--- config.mk ---
export PLATFORM = sky130hd
export DESIGN_NAME = fetch_unit_flat
export DESIGN_NICKNAME = d
export VERILOG_FILES = /design/src/rtl/cpu_pkg.sv /design/src/rtl/fetch_unit_if.sv /design/src/rtl/fetch_fifo.sv /design/src/rtl/fetch_unit.sv /design/src/flat_wrapper.sv
export SDC_FILE = /design/constraint.sdc
export NUM_CORES = 1
export LEC_CHECK = 0
export CORE_MARGIN = 3
export CORE_UTILIZATION = 55
export CTS_CLUSTER_SIZE = 20
export DETAILED_ROUTE_END_ITERATION = 7
export HOLD_SLACK_MARGIN = 0.06
export PLACE_DENSITY_LB_ADDON = 0.1
export SLEW_MARGIN = 20
export SYNTH_ARGS = -nofsm -noshare
export SYNTH_HDL_FRONTEND = slang
export SYNTH_HIERARCHICAL = 1
export SYNTH_SLANG_ARGS = --single-unit
--- constraint.sdc ---
create_clock -name clk -period 4.3 [get_ports clk]
set_input_delay 0.86 -clock clk [delete_from_list [all_inputs] [get_ports clk]]
set_output_delay 0.86 -clock clk [all_outputs]
set_load 0.1 [all_outputs]
--- src/rtl/cpu_pkg.sv ---
// Shared fetch-path types: the fetch FSM state encoding and the counter/pointer width helpers.
// No logic of its own. Every fetch-side module imports it.
package cpu_pkg;

  typedef enum logic {
    FETCH = 1'b0,
    FLUSH = 1'b1
  } fetch_state_e;

  localparam int INSTR_BYTES = 4;

  // The occupancy counters must hold the value DEPTH itself, so they need one bit more than a pointer.
  function automatic int cnt_bits(input int depth);
    return $clog2(depth) + 1;
  endfunction

  function automatic int ptr_bits(input int depth);
    return $clog2(depth);
  endfunction

endpackage

--- src/rtl/fetch_unit_if.sv ---
// Fetch front-end bundle: the imem request/response channels, the redirect input and the decode stream.
// master = fetch unit; slave = memory, branch unit and decode.
interface fetch_unit_if #(
  parameter int XLEN = 32
);
  logic            imem_req_valid;
  logic            imem_req_ready;
  logic [XLEN-1:0] imem_req_addr;
  logic            imem_rsp_valid;
  logic [31:0]     imem_rsp_data;
  logic            redirect_valid;
  logic [XLEN-1:0] redirect_pc;
  logic            out_valid;
  logic            out_ready;
  logic [31:0]     out_instr;
  logic [XLEN-1:0] out_pc;
  logic [XLEN-1:0] out_pc_plus4;

  modport master (
    output imem_req_valid, imem_req_addr,
    input  imem_req_ready, imem_rsp_valid, imem_rsp_data,
    input  redirect_valid, redirect_pc,
    output out_valid, out_instr, out_pc, out_pc_plus4,
    input  out_ready
  );

  modport slave (
    input  imem_req_valid, imem_req_addr,
    output imem_req_ready, imem_rsp_valid, imem_rsp_data,
    output redirect_valid, redirect_pc,
    input  out_valid, out_instr, out_pc, out_pc_plus4,
    output out_ready
  );

endinterface

--- src/rtl/fetch_fifo.sv ---
// Prefetch queue: a circular buffer with a registered head entry. An entry pushed into an empty queue is visible 1 cycle later.
// Backpressure: a push into a full queue is dropped unless a pop happens in the same cycle. A clear overrides both push and pop.
module fetch_fifo
  import cpu_pkg::*;
#(
  parameter int WIDTH = 64,
  parameter int DEPTH = 4
) (
  input  logic                   clk,
  input  logic                   reset,
  input  logic                   push,
  input  logic [WIDTH-1:0]       push_dat,
  input  logic                   pop,
  input  logic                   clear,
  output logic [WIDTH-1:0]       head_dat,
  output logic [$clog2(DEPTH):0] count
);

  localparam int AW = ptr_bits(DEPTH);
  localparam int CW = cnt_bits(DEPTH);

  logic [WIDTH-1:0] mem [DEPTH];
  logic [AW-1:0]    wr_ptr;
  logic [AW-1:0]    rd_ptr;
  logic [AW-1:0]    rd_ptr_nxt;
  logic [CW-1:0]    remain;
  logic             do_push;
  logic             do_pop;

  assign do_pop     = pop && (count != '0);
  assign do_push    = push && ((count != CW'(DEPTH)) || do_pop);
  assign rd_ptr_nxt = rd_ptr + AW'(do_pop);
  assign remain     = count - CW'(do_pop);

  always_ff @(posedge clk) begin
    if (do_push && !clear) begin
      mem[wr_ptr] <= push_dat;
    end
  end

  always_ff @(posedge clk or negedge reset) begin
    if (!reset) begin
      wr_ptr   <= '0;
      rd_ptr   <= '0;
      count    <= '0;
      head_dat <= '0;
    end else if (clear) begin
      wr_ptr   <= '0;
      rd_ptr   <= '0;
      count    <= '0;
      head_dat <= '0;
    end else begin
      if (do_push) begin
        wr_ptr <= wr_ptr + AW'(1);
      end
      rd_ptr <= rd_ptr_nxt;
      count  <= remain + CW'(do_push);
      // If the pop leaves the queue empty, the entry being pushed becomes the head directly.
      if (remain == '0) begin
        if (do_push) begin
          head_dat <= push_dat;
        end
      end else begin
        head_dat <= mem[rd_ptr_nxt];
      end
    end
  end

endmodule

--- src/rtl/fetch_unit.sv ---
// Instruction fetch front end: generates fetch PCs, issues imem requests by credit, queues responses and handles redirect/flush.
// Latency: a response reaches out_* 1 cycle later. Backpressure: requests stop once outstanding + queued reaches DEPTH.
module fetch_unit
  import cpu_pkg::*;
#(
  parameter int              XLEN     = 32,
  parameter logic [XLEN-1:0] RESET_PC = '0,
  parameter int              DEPTH    = 4
) (
  input logic          clk,
  input logic          reset,
  fetch_unit_if.master bus
);

  localparam int CW  = cnt_bits(DEPTH);
  localparam int CW1 = CW + 1;

  typedef struct packed {
    logic [XLEN-1:0] pc;
    logic [31:0]     instr;
  } fetch_entry_t;

  fetch_state_e    state_q;
  fetch_state_e    state_d;
  logic [XLEN-1:0] fetch_pc_q;
  logic [XLEN-1:0] fetch_pc_d;
  logic [XLEN-1:0] rsp_pc_q;
  logic [XLEN-1:0] rsp_pc_d;
  logic [XLEN-1:0] target_pc;
  logic [CW-1:0]   outstanding_q;
  logic [CW-1:0]   outstanding_d;
  logic [CW-1:0]   count;
  logic [CW1-1:0]  credit_used;
  logic            req_fire;
  logic            rsp_ok;
  logic            push;
  logic            pop;
  fetch_entry_t    push_entry;
  fetch_entry_t    head;

  assign credit_used        = {1'b0, outstanding_q} + {1'b0, count};
  assign bus.imem_req_valid = reset && (state_q == FETCH) && (credit_used < CW1'(DEPTH))
                              && !bus.redirect_valid;
  assign bus.imem_req_addr  = fetch_pc_q;

  assign req_fire   = bus.imem_req_valid && bus.imem_req_ready;
  // A response with nothing outstanding is spurious and must not underflow the counter.
  assign rsp_ok     = bus.imem_rsp_valid && (outstanding_q != '0);
  assign push       = rsp_ok && (state_q == FETCH) && !bus.redirect_valid;
  assign pop        = bus.out_valid && bus.out_ready;
  assign target_pc  = {bus.redirect_pc[XLEN-1:2], 2'b00};
  assign push_entry = '{pc: rsp_pc_q, instr: bus.imem_rsp_data};

  always_comb begin
    state_d       = state_q;
    fetch_pc_d    = fetch_pc_q;
    rsp_pc_d      = rsp_pc_q;
    outstanding_d = outstanding_q + CW'(req_fire) - CW'(rsp_ok);
    if (bus.redirect_valid) begin
      fetch_pc_d = target_pc;
      rsp_pc_d   = target_pc;
      state_d    = (outstanding_d == '0) ? FETCH : FLUSH;
    end else begin
      if (req_fire) begin
        fetch_pc_d = fetch_pc_q + XLEN'(INSTR_BYTES);
      end
      if (push) begin
        rsp_pc_d = rsp_pc_q + XLEN'(INSTR_BYTES);
      end
      if ((state_q == FLUSH) && (outstanding_d == '0)) begin
        state_d = FETCH;
      end
    end
  end

  always_ff @(posedge clk or negedge reset) begin
    if (!reset) begin
      state_q       <= FETCH;
      fetch_pc_q    <= RESET_PC;
      rsp_pc_q      <= RESET_PC;
      outstanding_q <= '0;
    end else begin
      state_q       <= state_d;
      fetch_pc_q    <= fetch_pc_d;
      rsp_pc_q      <= rsp_pc_d;
      outstanding_q <= outstanding_d;
    end
  end

  // A redirect clears the queue after any same-cycle pop has already been delivered.
  fetch_fifo #(
    .WIDTH(XLEN + 32),
    .DEPTH(DEPTH)
  ) u_fifo (
    .clk      (clk),
    .reset    (reset),
    .push     (push),
    .push_dat (push_entry),
    .pop      (pop),
    .clear    (bus.redirect_valid),
    .head_dat (head),
    .count    (count)
  );

  assign bus.out_valid    = (count != '0);
  assign bus.out_instr    = head.instr;
  assign bus.out_pc       = head.pc;
  assign bus.out_pc_plus4 = head.pc + XLEN'(INSTR_BYTES);

endmodule

--- src/flat_wrapper.sv ---
// flat-port wrapper written by rule: the top's interface ports become plain ports
module fetch_unit_flat import cpu_pkg::*;
#(
  parameter int              XLEN     = 32,
  parameter logic [XLEN-1:0] RESET_PC = '0,
  parameter int              DEPTH    = 4
)
  (clk, reset, bus_imem_req_valid, bus_imem_req_addr, bus_imem_req_ready, bus_imem_rsp_valid, bus_imem_rsp_data, bus_redirect_valid, bus_redirect_pc, bus_out_valid, bus_out_instr, bus_out_pc, bus_out_pc_plus4, bus_out_ready);
  fetch_unit_if #(.XLEN(XLEN)) bus_i ();
  input logic clk;
  input logic reset;
  output wire logic [$bits(bus_i.imem_req_valid)-1:0] bus_imem_req_valid;
  output wire logic [$bits(bus_i.imem_req_addr)-1:0] bus_imem_req_addr;
  input wire logic [$bits(bus_i.imem_req_ready)-1:0] bus_imem_req_ready;
  input wire logic [$bits(bus_i.imem_rsp_valid)-1:0] bus_imem_rsp_valid;
  input wire logic [$bits(bus_i.imem_rsp_data)-1:0] bus_imem_rsp_data;
  input wire logic [$bits(bus_i.redirect_valid)-1:0] bus_redirect_valid;
  input wire logic [$bits(bus_i.redirect_pc)-1:0] bus_redirect_pc;
  output wire logic [$bits(bus_i.out_valid)-1:0] bus_out_valid;
  output wire logic [$bits(bus_i.out_instr)-1:0] bus_out_instr;
  output wire logic [$bits(bus_i.out_pc)-1:0] bus_out_pc;
  output wire logic [$bits(bus_i.out_pc_plus4)-1:0] bus_out_pc_plus4;
  input wire logic [$bits(bus_i.out_ready)-1:0] bus_out_ready;
  assign bus_imem_req_valid = bus_i.imem_req_valid;
  assign bus_imem_req_addr = bus_i.imem_req_addr;
  assign bus_i.imem_req_ready = bus_imem_req_ready;
  assign bus_i.imem_rsp_valid = bus_imem_rsp_valid;
  assign bus_i.imem_rsp_data = bus_imem_rsp_data;
  assign bus_i.redirect_valid = bus_redirect_valid;
  assign bus_i.redirect_pc = bus_redirect_pc;
  assign bus_out_valid = bus_i.out_valid;
  assign bus_out_instr = bus_i.out_instr;
  assign bus_out_pc = bus_i.out_pc;
  assign bus_out_pc_plus4 = bus_i.out_pc_plus4;
  assign bus_i.out_ready = bus_out_ready;
  fetch_unit #(.XLEN(XLEN), .RESET_PC(RESET_PC), .DEPTH(DEPTH)) u_core (.clk(clk), .reset(reset), .bus(bus_i));
endmodule
# Word-level counts from Yosys, hierarchy flattened
# Memories as Yosys holds them, arrays and structs flattened.
# Cells that the tools add are included.
[classes] eq_ne=2 add_sub_neg=10 n_lt_le_gt_ge=1 n_mux=16 reduce_logical=22 bitwise_logic=1
[op_table] op="$mux W64" n=3
[op_table] op="$mux W32" n=4
[op_table] op="$add A32 B3 Y32 const B" n=3
[op_table] op="$logic_and A1 B1 Y1" n=12
[op_table] op="$reduce_bool A2 Y1" n=4
[op_table] op="$add A3 B1 Y3" n=2
[op_table] op="$logic_not A3 Y1" n=2
[op_table] op="$mux W2" n=3
[op_table] op="$ne A3 B3 Y1 const B" n=2
[op_table] op="$reduce_bool A3 Y1" n=2
[op_table] op="$sub A3 B1 Y3" n=2
[op_table] op="$mux W1" n=5
[op_table] op="$add A3 B3 Y4" n=1
[op_table] op="$lt A4 B3 Y1 const B" n=1
[op_table] op="$mux W3" n=1
[op_table] op="$add A2 B1 Y2" n=1
[op_table] op="$add A2 B1 Y2 const B" n=1
[op_table] op="$logic_not A1 Y1" n=1
[op_table] op="$logic_or A1 B1 Y1" n=1
[op_table] op="$not A1 Y1" n=1
[totals] word_cells=61 ram_bits=256 in_bits=70 regBits=139 mem_count=1 out_inout_bits=130
[memory_table] memory="u_core.u_fifo.mem" words=4 width=64 rd=1 rd_clocked_by_memory_dff=0 write_ports=1 line="fetch_fifo.sv:22" source="logic [WIDTH-1:0] mem [DEPTH];"

# Longest topological paths before layout
# Gate-level depths: netlist of run 1.
[depth] ltp_word=11 ltp_mapped=14 depth_no_buf=12

# By module
# Netlist of run 1, hierarchy kept.
[modules_own_cells] module="fetch_fifo" instances=1 cells_per_inst=607 area_per_inst_um2=12604.6
[modules_own_cells] module="fetch_unit" instances=1 cells_per_inst=480 area_per_inst_um2=4180.3

# Worst setup path after synthesis of run 1
# Ideal clock, no wire load.
[synth_timing] path_type="register to output" start="reg u_core.u_fifo.head_dat[34]" end="out bus_out_pc_plus4[24]" stages_incl_launch_ff=7 arrival_ns=3.666 setup_slack_ns=-0.226 n_path_buf=1 cell_sequence="dfrtp_1 ha_1 and4_1 and2_1 clkbuf_1 nand3_1 xnor2_1"
[synth_via] elab_chain_cells=1
[synth_lines] item="start, declared" line="fetch_fifo.sv:15" source="output logic [WIDTH-1:0] head_dat,"
[synth_lines] item="start signal, assigned" line="fetch_fifo.sv:61" source="head_dat <= push_dat;"
[synth_lines] item="start signal, assigned" line="fetch_fifo.sv:64" source="head_dat <= mem[rd_ptr_nxt];"
[synth_lines] item="$add A32 B3 Y32" line="fetch_unit.sv:108" source="assign bus.out_pc_plus4 = head.pc + XLEN'(INSTR_BYTES);"
[synth_lines] item="end, declared" line="flat_wrapper.sv:22" source="output wire logic [$bits(bus_i.out_pc_plus4)-1:0] bus_out_pc_plus4;"
# Every way passes these cells.

# Worst setup path in the final report of run 1
[layout_timing] start="reg u_core.u_fifo.head_dat[36]" end="out bus_out_pc_plus4[31]"
# Same word-level chain as after synthesis.

==> metrics.md, run 1 <==
| Metric | Value |
|---|---|
| Status | completed |
| Row count | between 60 and 70 |
| Drt drc | 0 |
| WP data required | between 3 and 4 ns |
| Max Root-Sink Buffers | 3 |
| Crit-path cells | and4_1 > and3_1 > buf_4 > and3_1 > nand3_1 > xnor2_2 > buf_4 |
| Vias/cell | around 6.0 |
| Tmin final | 3.70 ns |
| Final critical-path share of the clock period | 86.1% |
| Hold-fix buffers at CTS | 0 |
| First-pass DRT Iterations | 5 |
| Top cell type's share of synthesized area | between 40% and 50% |
| Worst r2r dst | u_core/u_fifo/head_dat[2]$_DFFE_PN0P_ |
| Clock root buffer | clkbuf_16 |
| Pleak | between 0.007 and 0.008 uW |
| Synth Flop Type | edfxtp_1 |
| Final instance area | ~21000 sq um |
| DP HPWL | ~24000 um |
| Hold Path Stages | 1 |
| Die height | about 180 um |
| Mapped Cells | approximately 1100 |
| Max cap viols | 0 |
| Pwr Density | ~500 nW/um^2 |
| Chip width | ~180 um |
| R2R cell count | 10 |
| Largest net degree at the start of global routing | 76 |
| Reg2reg setup slack | 0.99 ns |
| Setup bufs post-CTS | 0 |
| Worst Hold Class | reg2reg |
| Share of cells above drive strength 1 | about 21% |
| Top cells by area, synth | edfxtp_1 46%, dfrtp_1 20%, mux4_2 8.5%, a221o_2 3.8%, and2_1 2.7% |
| Worst-Skew Late Latency | ~0.53 ns |
| Post_cts resized | 0 |
| Slew Limit Headroom | roughly 27% |
| Synth cell types | 57 |
| GR Overflow Total | 0 |
| CTS tree | built |
| GRT Total Usage | a little under a quarter |
| Vias in the first global route | 10807 |
| Ys Warns | 6 |
| Share of flip-flops with an asynchronous set or reset | approximately a third |
| Synth area leader | edfxtp_1 |
| Worst Tran Pin Value | roughly 1.1 ns |
| Number of CTS-inserted buffers | 41 |
| Antenna-violating nets left | 0 |
| Hold Vio Cnt, Final | 0 |
| Count of pins over their slew limit | 0 |
| Hold path startpoint | u_core/u_fifo/head_dat[18]$_DFFE_PN0P_ |
| Max stage delay cell, worst path | dfrtp_1 |
| Crit path largest cell delay | between 0.4 and 0.5 ns |
| Seq cells post-synth | about 390 |
| Post-Syn Area | 16800 sq um |
| Skew final | roughly 0.019 ns |
| Starting Density | between 50% and 60% |
| Synthesized area per cell | between 15 and 20 sq um |
| Crit path DAT | about 2.8 ns |
| Endpoints failing setup | 0 |
| RSZ-0062 raised after global routing | false |
| Global placer's final weighted congestion | approximately 0.86 |
| Worst reg2reg startpoint | u_core/u_fifo/count[0]$_DFF_PN0_ |
| Critical Path Sink Type | output pin |
| Total die area | roughly 33000 sq um |
| Clock sinks | 391 |
| Post-Place Cell Area | 19400 sq um |
| DR vias | 10403 |
| CP startpoint kind | register |
| Worst vdd ir | 0.000290 V |
| Post-synth EDFFs | ~260 |
| Final #Nets | between 1000 and 1500 |
| Port Buffer Count | roughly 200 |
| Core box area | 29900 sq um |
| Drt wl/cell | between 20 and 25 um |
| Clk slew on worst S/H paths | 0.06 ns |
| Critical Path Fanout Max | 7 |
| Global-route wire length before repair | roughly 61000 um |
| # IOs | 200 |
| WS Path Type | reg2out |
| Sequential area share after synthesis | roughly two thirds |
| H-tree levels | 2 |
| Drt initial violations | 660 |
| Initial antenna violation count | 0 |
| Setup TNS | 0 ns |
| Antenna cells | 0 |
| Sink of the worst hold path | u_core/u_fifo/head_dat[18]$_DFFE_PN0P_ |
| Post-Route WL | between 30000 and 40000 um |
| Synth-to-Final Area Change | 23.5% |
| Fmax | 270 MHz |
==> layer usage <==
metal | track usage [%] | part of all wire, %
met2 | 38.6 | 49
met4 | 7.09 | 2.6
met5 | 0 | 0
met1 | 33.1 | 43
met3 | 3.89 | 5.6
==> placed cells by master (no fill, tap or decap), drive strengths merged, types with 57 or more instances in the layout <==
cell type	synthesis	layout
a221o	60	60
and2	74	74
buf	26	58
clkbuf	33	57
clkdlybuf4s50	0	166
dfrtp	135	135
edfxtp	256	256
mux4	64	64
nand2	66	66
nand3	60	60
==> per-stage QoR <==
stage | total power [uW] | setup WS, ns | hold slack, ns | util [%] | instances
2_1_floorplan | 6290 | 0.0482 | 0.515 | - | 1098
3_3_place_gp | 6930 | 0.624 | 0.494 | 64.8 | 1653
3_5_place_dp | 6960 | 0.633 | 0.500 | 64.8 | 1653
4_1_cts | 10500 | 0.553 | 0.514 | 69.4 | 1729
5_1_grt | 10800 | 0.467 | 0.521 | 69.4 | 1729
6_report | 10400 | 0.598 | 0.509 | 69.4 | 1729
==> synth_stat cells, types with 4 or more instances <==
library cell	number
buf_2	13
edfxtp_1	256
a21oi_1	10
nand3_2	4
and3_1	23
a21o_1	4
a221o_2	56
a31oi_1	9
nand2_1	65
xor2_1	32
nor2_1	22
o311ai_0	13
nor3_1	4
inv_1	18
o211ai_1	11
nand4_1	24
a221o_1	4
o21ai_0	48
xnor2_1	30
nor2b_1	4
mux4_2	63
dfrtp_1	135
buf_6	7
buf_4	4
nand3_1	56
clkbuf_1	32
and2_1	72
and4_1	6
ha_1	16
or3_1	8
==> state kept, by name, indices dropped and copies added, names as in the netlist <==
register,cells
u_core/u_fifo/wr_ptr,2
u_core/u_fifo/rd_ptr,2
u_core/u_fifo/mem,256
u_core/outstanding_q,3
u_core/u_fifo/head_dat,64
u_core/bus.imem_req_addr,30
u_core/rsp_pc_q,30
u_core/u_fifo/count,3
u_core/state_q,1
==> power breakdown <==
group | leakage, uW | internal (uW) | total (uW) | switching (uW)
logic | 0.00290 | 622 | 2380 | 1760
registers | 0.00406 | 4240 | 4500 | 262
clock network | 0.000676 | 2130 | 3560 | 1430
total | 0.00764 | 6990 | 10400 | 3450
==> kinds of logic (layout without fill, tap and decap cells) <==
logic type / count (synthesis) / in the layout / synth area share [%]
xor gates and xnor gates: 62 / 62 / 3.24
buffers and inverters: 77 / 318 / 2.28
AOI/OAI and AO/OA: 161 / 161 / 7.74
DFF: 391 / 391 / 65.9
muxes: 68 / 68 / 8.86
other: 1 / 12 / 0.0223
and+or+nand+nor: 310 / 310 / 10.6
adders and majority gates: 17 / 17 / 1.31
==> worst max-delay path by stage <==
| stage | start | to | slack [ns] | depth (start not counted) |
|---|---|---|---|---|
| floorplan | u_core/u_fifo/head_dat[36]$_DFFE_PN0P_ | bus_out_pc_plus4[19] | 0.05 | 5 |
| global placement | bus_out_ready | u_core/u_fifo/head_dat[0]$_DFFE_PN0P_ | 0.62 | 10 |
| detailed placement | bus_out_ready | u_core/u_fifo/head_dat[62]$_DFFE_PN0P_ | 0.63 | 10 |
| CTS | u_core/u_fifo/head_dat[36]$_DFFE_PN0P_ | bus_out_pc_plus4[31] | 0.55 | 7 |
| global route | u_core/u_fifo/head_dat[36]$_DFFE_PN0P_ | bus_out_pc_plus4[31] | 0.47 | 7 |
| finish | u_core/u_fifo/head_dat[36]$_DFFE_PN0P_ | bus_out_pc_plus4[31] | 0.60 | 7 |
==> final cells by class <==
cell class	instances	area (sq um)
Multi-Input combinational cell	630	5520
Timing Repair Buffer	224	2210
Clock inverter	19	206
Inverter	18	67.6
Tap cell	390	488
Sequential cell	391	11100
Fill cell	2046	9150
Clock buffer	57	1160
==> worst max-delay path, delay by kind of cell (launching register included) <==
family	cells	cell delay [ns]
and+or+nand+nor	4	1.08
buffers and inverters	2	0.50
DFF	1	0.48
xor gates and xnor gates	1	0.25
No activity file was read; power rests on OpenSTA's default activity.
==> inputs of run 2 (changes only) <==
==> constraint.sdc (replaced) <==
create_clock -name clk -period 4.3 [get_ports clk]
set_input_delay 0.86 -clock clk [delete_from_list [all_inputs] [get_ports clk]]
set_output_delay 0.86 -clock clk [all_outputs]
set_load 0.05 [all_outputs]
==> run 2 against run 1 <==
Count of clock-buffer cells in the layout down 3. Power down 8.3%. Sequential power about the same. Final area down 0.29%. Clock skew up 0.0080 ns. Critical path type unchanged. Critical endpoint unchanged. Largest cell class unchanged. Largest power group unchanged.
==> metrics.md, run 2 (synthesis gave the netlist of run 1 again) <==
| Metric | Value |
|---|---|
| Number of CTS-inserted buffers | 40 |
| Commonest non-fill, non-tap cell in the layout | edfxtp_1 |
| Clk slew on worst S/H paths | approximately 0.06 ns |
| Skew final | around 0.027 ns |
| Share of cells above drive strength 1 | between 10% and 20% |
| Max cap viols | 0 |
| Top reg by flops | u_core/u_fifo/mem |
| Pre-CTS worst setup slack | 0.662 ns |
| First-pass DRT Iterations | 5 |
| Status | completed |
| RSZ-0062 raised after global routing | false |
| Final core occ | between 60% and 70% |
| Hold Vio Cnt, Final | 0 |
| CTS tree | built |
| Max Root-Sink Buffers | 3 |
| Final #Nets | approximately 1400 |
| Clock sinks | a little under 400 |
| Total die area | between 30000 and 40000 sq um |
| Top cell by count, worst path | and3_1 |
| DP HPWL | around 24000 um |
| # IOs | 200 |
| Largest registers | u_core/u_fifo/mem x256, u_core/u_fifo/head_dat x64 |
| Tmin final | between 4 and 5 ns |
| Commonest cells after routing, fill and taps aside | 256 x edfxtp_1, 192 x clkdlybuf4s50_1, 135 x dfrtp_1 |
| Vias in the first global route | between 10000 and 15000 |
| DR vias | approximately 10000 |
| Antenna-violating nets left | 0 |
| Drt wl/cell | ~22 um |
| Worst Tran Pin Value | 0.912 ns |
| Clock root buffer | clkbuf_16 |
| Worst Slack Setup Final | between 0.15 and 0.2 ns |
| H-tree levels | 2 |
| Critical Path Sink Type | output pin |
| Die height | 181 um |
| Flip-flop count of the largest register after layout | roughly 260 |
| Final critical-path share of the clock period | a little over nine tenths |
| Buf+Inv Stages, Crit Path | 1 |
| Pleak | roughly 0.0075 uW |
| Core box area | between 20000 and 30000 sq um |
| Initial antenna violation count | 0 |
| Port Buffer Count | approximately 200 |
| Worst Hold Class | in2async |
| Global placer's final weighted congestion | between 0.8 and 0.9 |
| Slew Limit Headroom | around two fifths |
| CP startpoint kind | register |
| Pwr Density | around 460 nW/um^2 |
| Setup TNS | 0 ns |
| Starting Density | around 56% |
| Fmax | ~240 MHz |
| CP top delay family | simple AND/OR/NAND/NOR gates |
| Setup bufs post-CTS | 0 |
| Vias/cell | approximately 6 |
| Crit-path cells | and4_1 > and3_1 > and3_1 > nand3_1 > xnor2_1 > clkdlybuf4s50_1 |
| Antenna cells | 0 |
| Global-route wire length before repair | roughly 59000 um |
| Max stage delay cell, worst path | clkdlybuf4s50_1 |
| Largest net degree at the start of global routing | ~140 |
| Drt initial violations | 819 |
| Worst-Skew Late Latency | 0.51 ns |
| Post-Route WL | ~37000 um |
| Synth-to-Final Area Change | 23.1% |
| Crit path DAT | 3.27 ns |
| WS Path Type | reg2out |
| Critical Path Fanout Max | 6 |
| Post_cts resized | 0 |
| GR Overflow Total | 0 |
| Crit path largest cell delay | just over 0.8 ns |
| Endpoints failing setup | 0 |
| GRT Total Usage | 22.7% |
| Row count | 63 |
| Count of pins over their slew limit | 0 |
| Hold-fix buffers at CTS | 0 |
| Chip width | about 180 um |
| Worst vdd ir | 0.000285 V |
| WP data required | roughly 3.4 ns |
| Drt drc | 0 |
-- run 2: final cells by class --
type | instances | area [sq um]
Clock buffer | 54 | 1110
Multi-Input combinational cell | 630 | 5450
Timing Repair Buffer | 223 | 2310
Inverter | 18 | 67.6
Clock inverter | 17 | 174
Fill cell | 2088 | 9210
Tap cell | 390 | 488
Sequential cell | 391 | 11100
-- run 2: worst reg2reg max path: stages, from the launching register on --
cell     delay [ns]
dfrtp_1        0.44
or3_1          0.44
and2_1         0.22
o31a_2         0.15
ha_1           0.19
ha_1           0.19
xnor2_1        0.39
nand3_2        0.18
nor3b_4        0.47
buf_12         0.30
a221o_2        0.22
-- run 2: path summary, 6_finish.rpt --
kind                       cells past startpoint  slack (ns)                              startpoint                                  endpoint
max                                            6        0.17  u_core/u_fifo/head_dat[37]$_DFFE_PN0P_                      bus_out_pc_plus4[31]
min                                            2        0.47                                   reset    u_core/u_fifo/head_dat[26]$_DFFE_PN0P_
max reg2reg                                   10        1.04        u_core/u_fifo/count[0]$_DFF_PN0_    u_core/u_fifo/head_dat[35]$_DFFE_PN0P_
min reg2reg                                    1        0.51  u_core/u_fifo/head_dat[19]$_DFFE_PN0P_    u_core/u_fifo/head_dat[19]$_DFFE_PN0P_
max in group asynchronous                      2        3.19                                   reset  u_core/bus.imem_req_addr[26]$_DFFE_PN0N_
min in group clk                               1        0.51  u_core/u_fifo/head_dat[19]$_DFFE_PN0P_    u_core/u_fifo/head_dat[19]$_DFFE_PN0P_
-- run 2: per-layer routing --
layer / vias to the layer above / GRT usage, % / wire, um
li1: 4660 / - / -
met1: 5316 / 32.2 / 16200
met2: 342 / 37.3 / 18100
met3: 64 / 3.34 / 1950
met4: 0 / 6.42 / 948
met5: - / 0 / 0
-- run 2: through the flow --
| stage | hold slack, ns | power, uW | instances | area, sq um |
|---|---|---|---|---|
| global route | 0.528 | 9930 | 1723 | 20700 |
| finish | 0.471 | 9580 | 1723 | 20700 |
| floorplan | 0.515 | 5620 | 1098 | 16800 |
| CTS | 0.514 | 9660 | 1723 | 20700 |
| detailed placement | 0.500 | 6280 | 1652 | 19400 |
| global placement | 0.495 | 6260 | 1652 | 19400 |
-- run 2: report_power, final --
group          leakage [uW]  internal, uW  switching, uW
clock network      0.000631          2010           1360
registers           0.00406          4240            259
logic               0.00277           632           1080
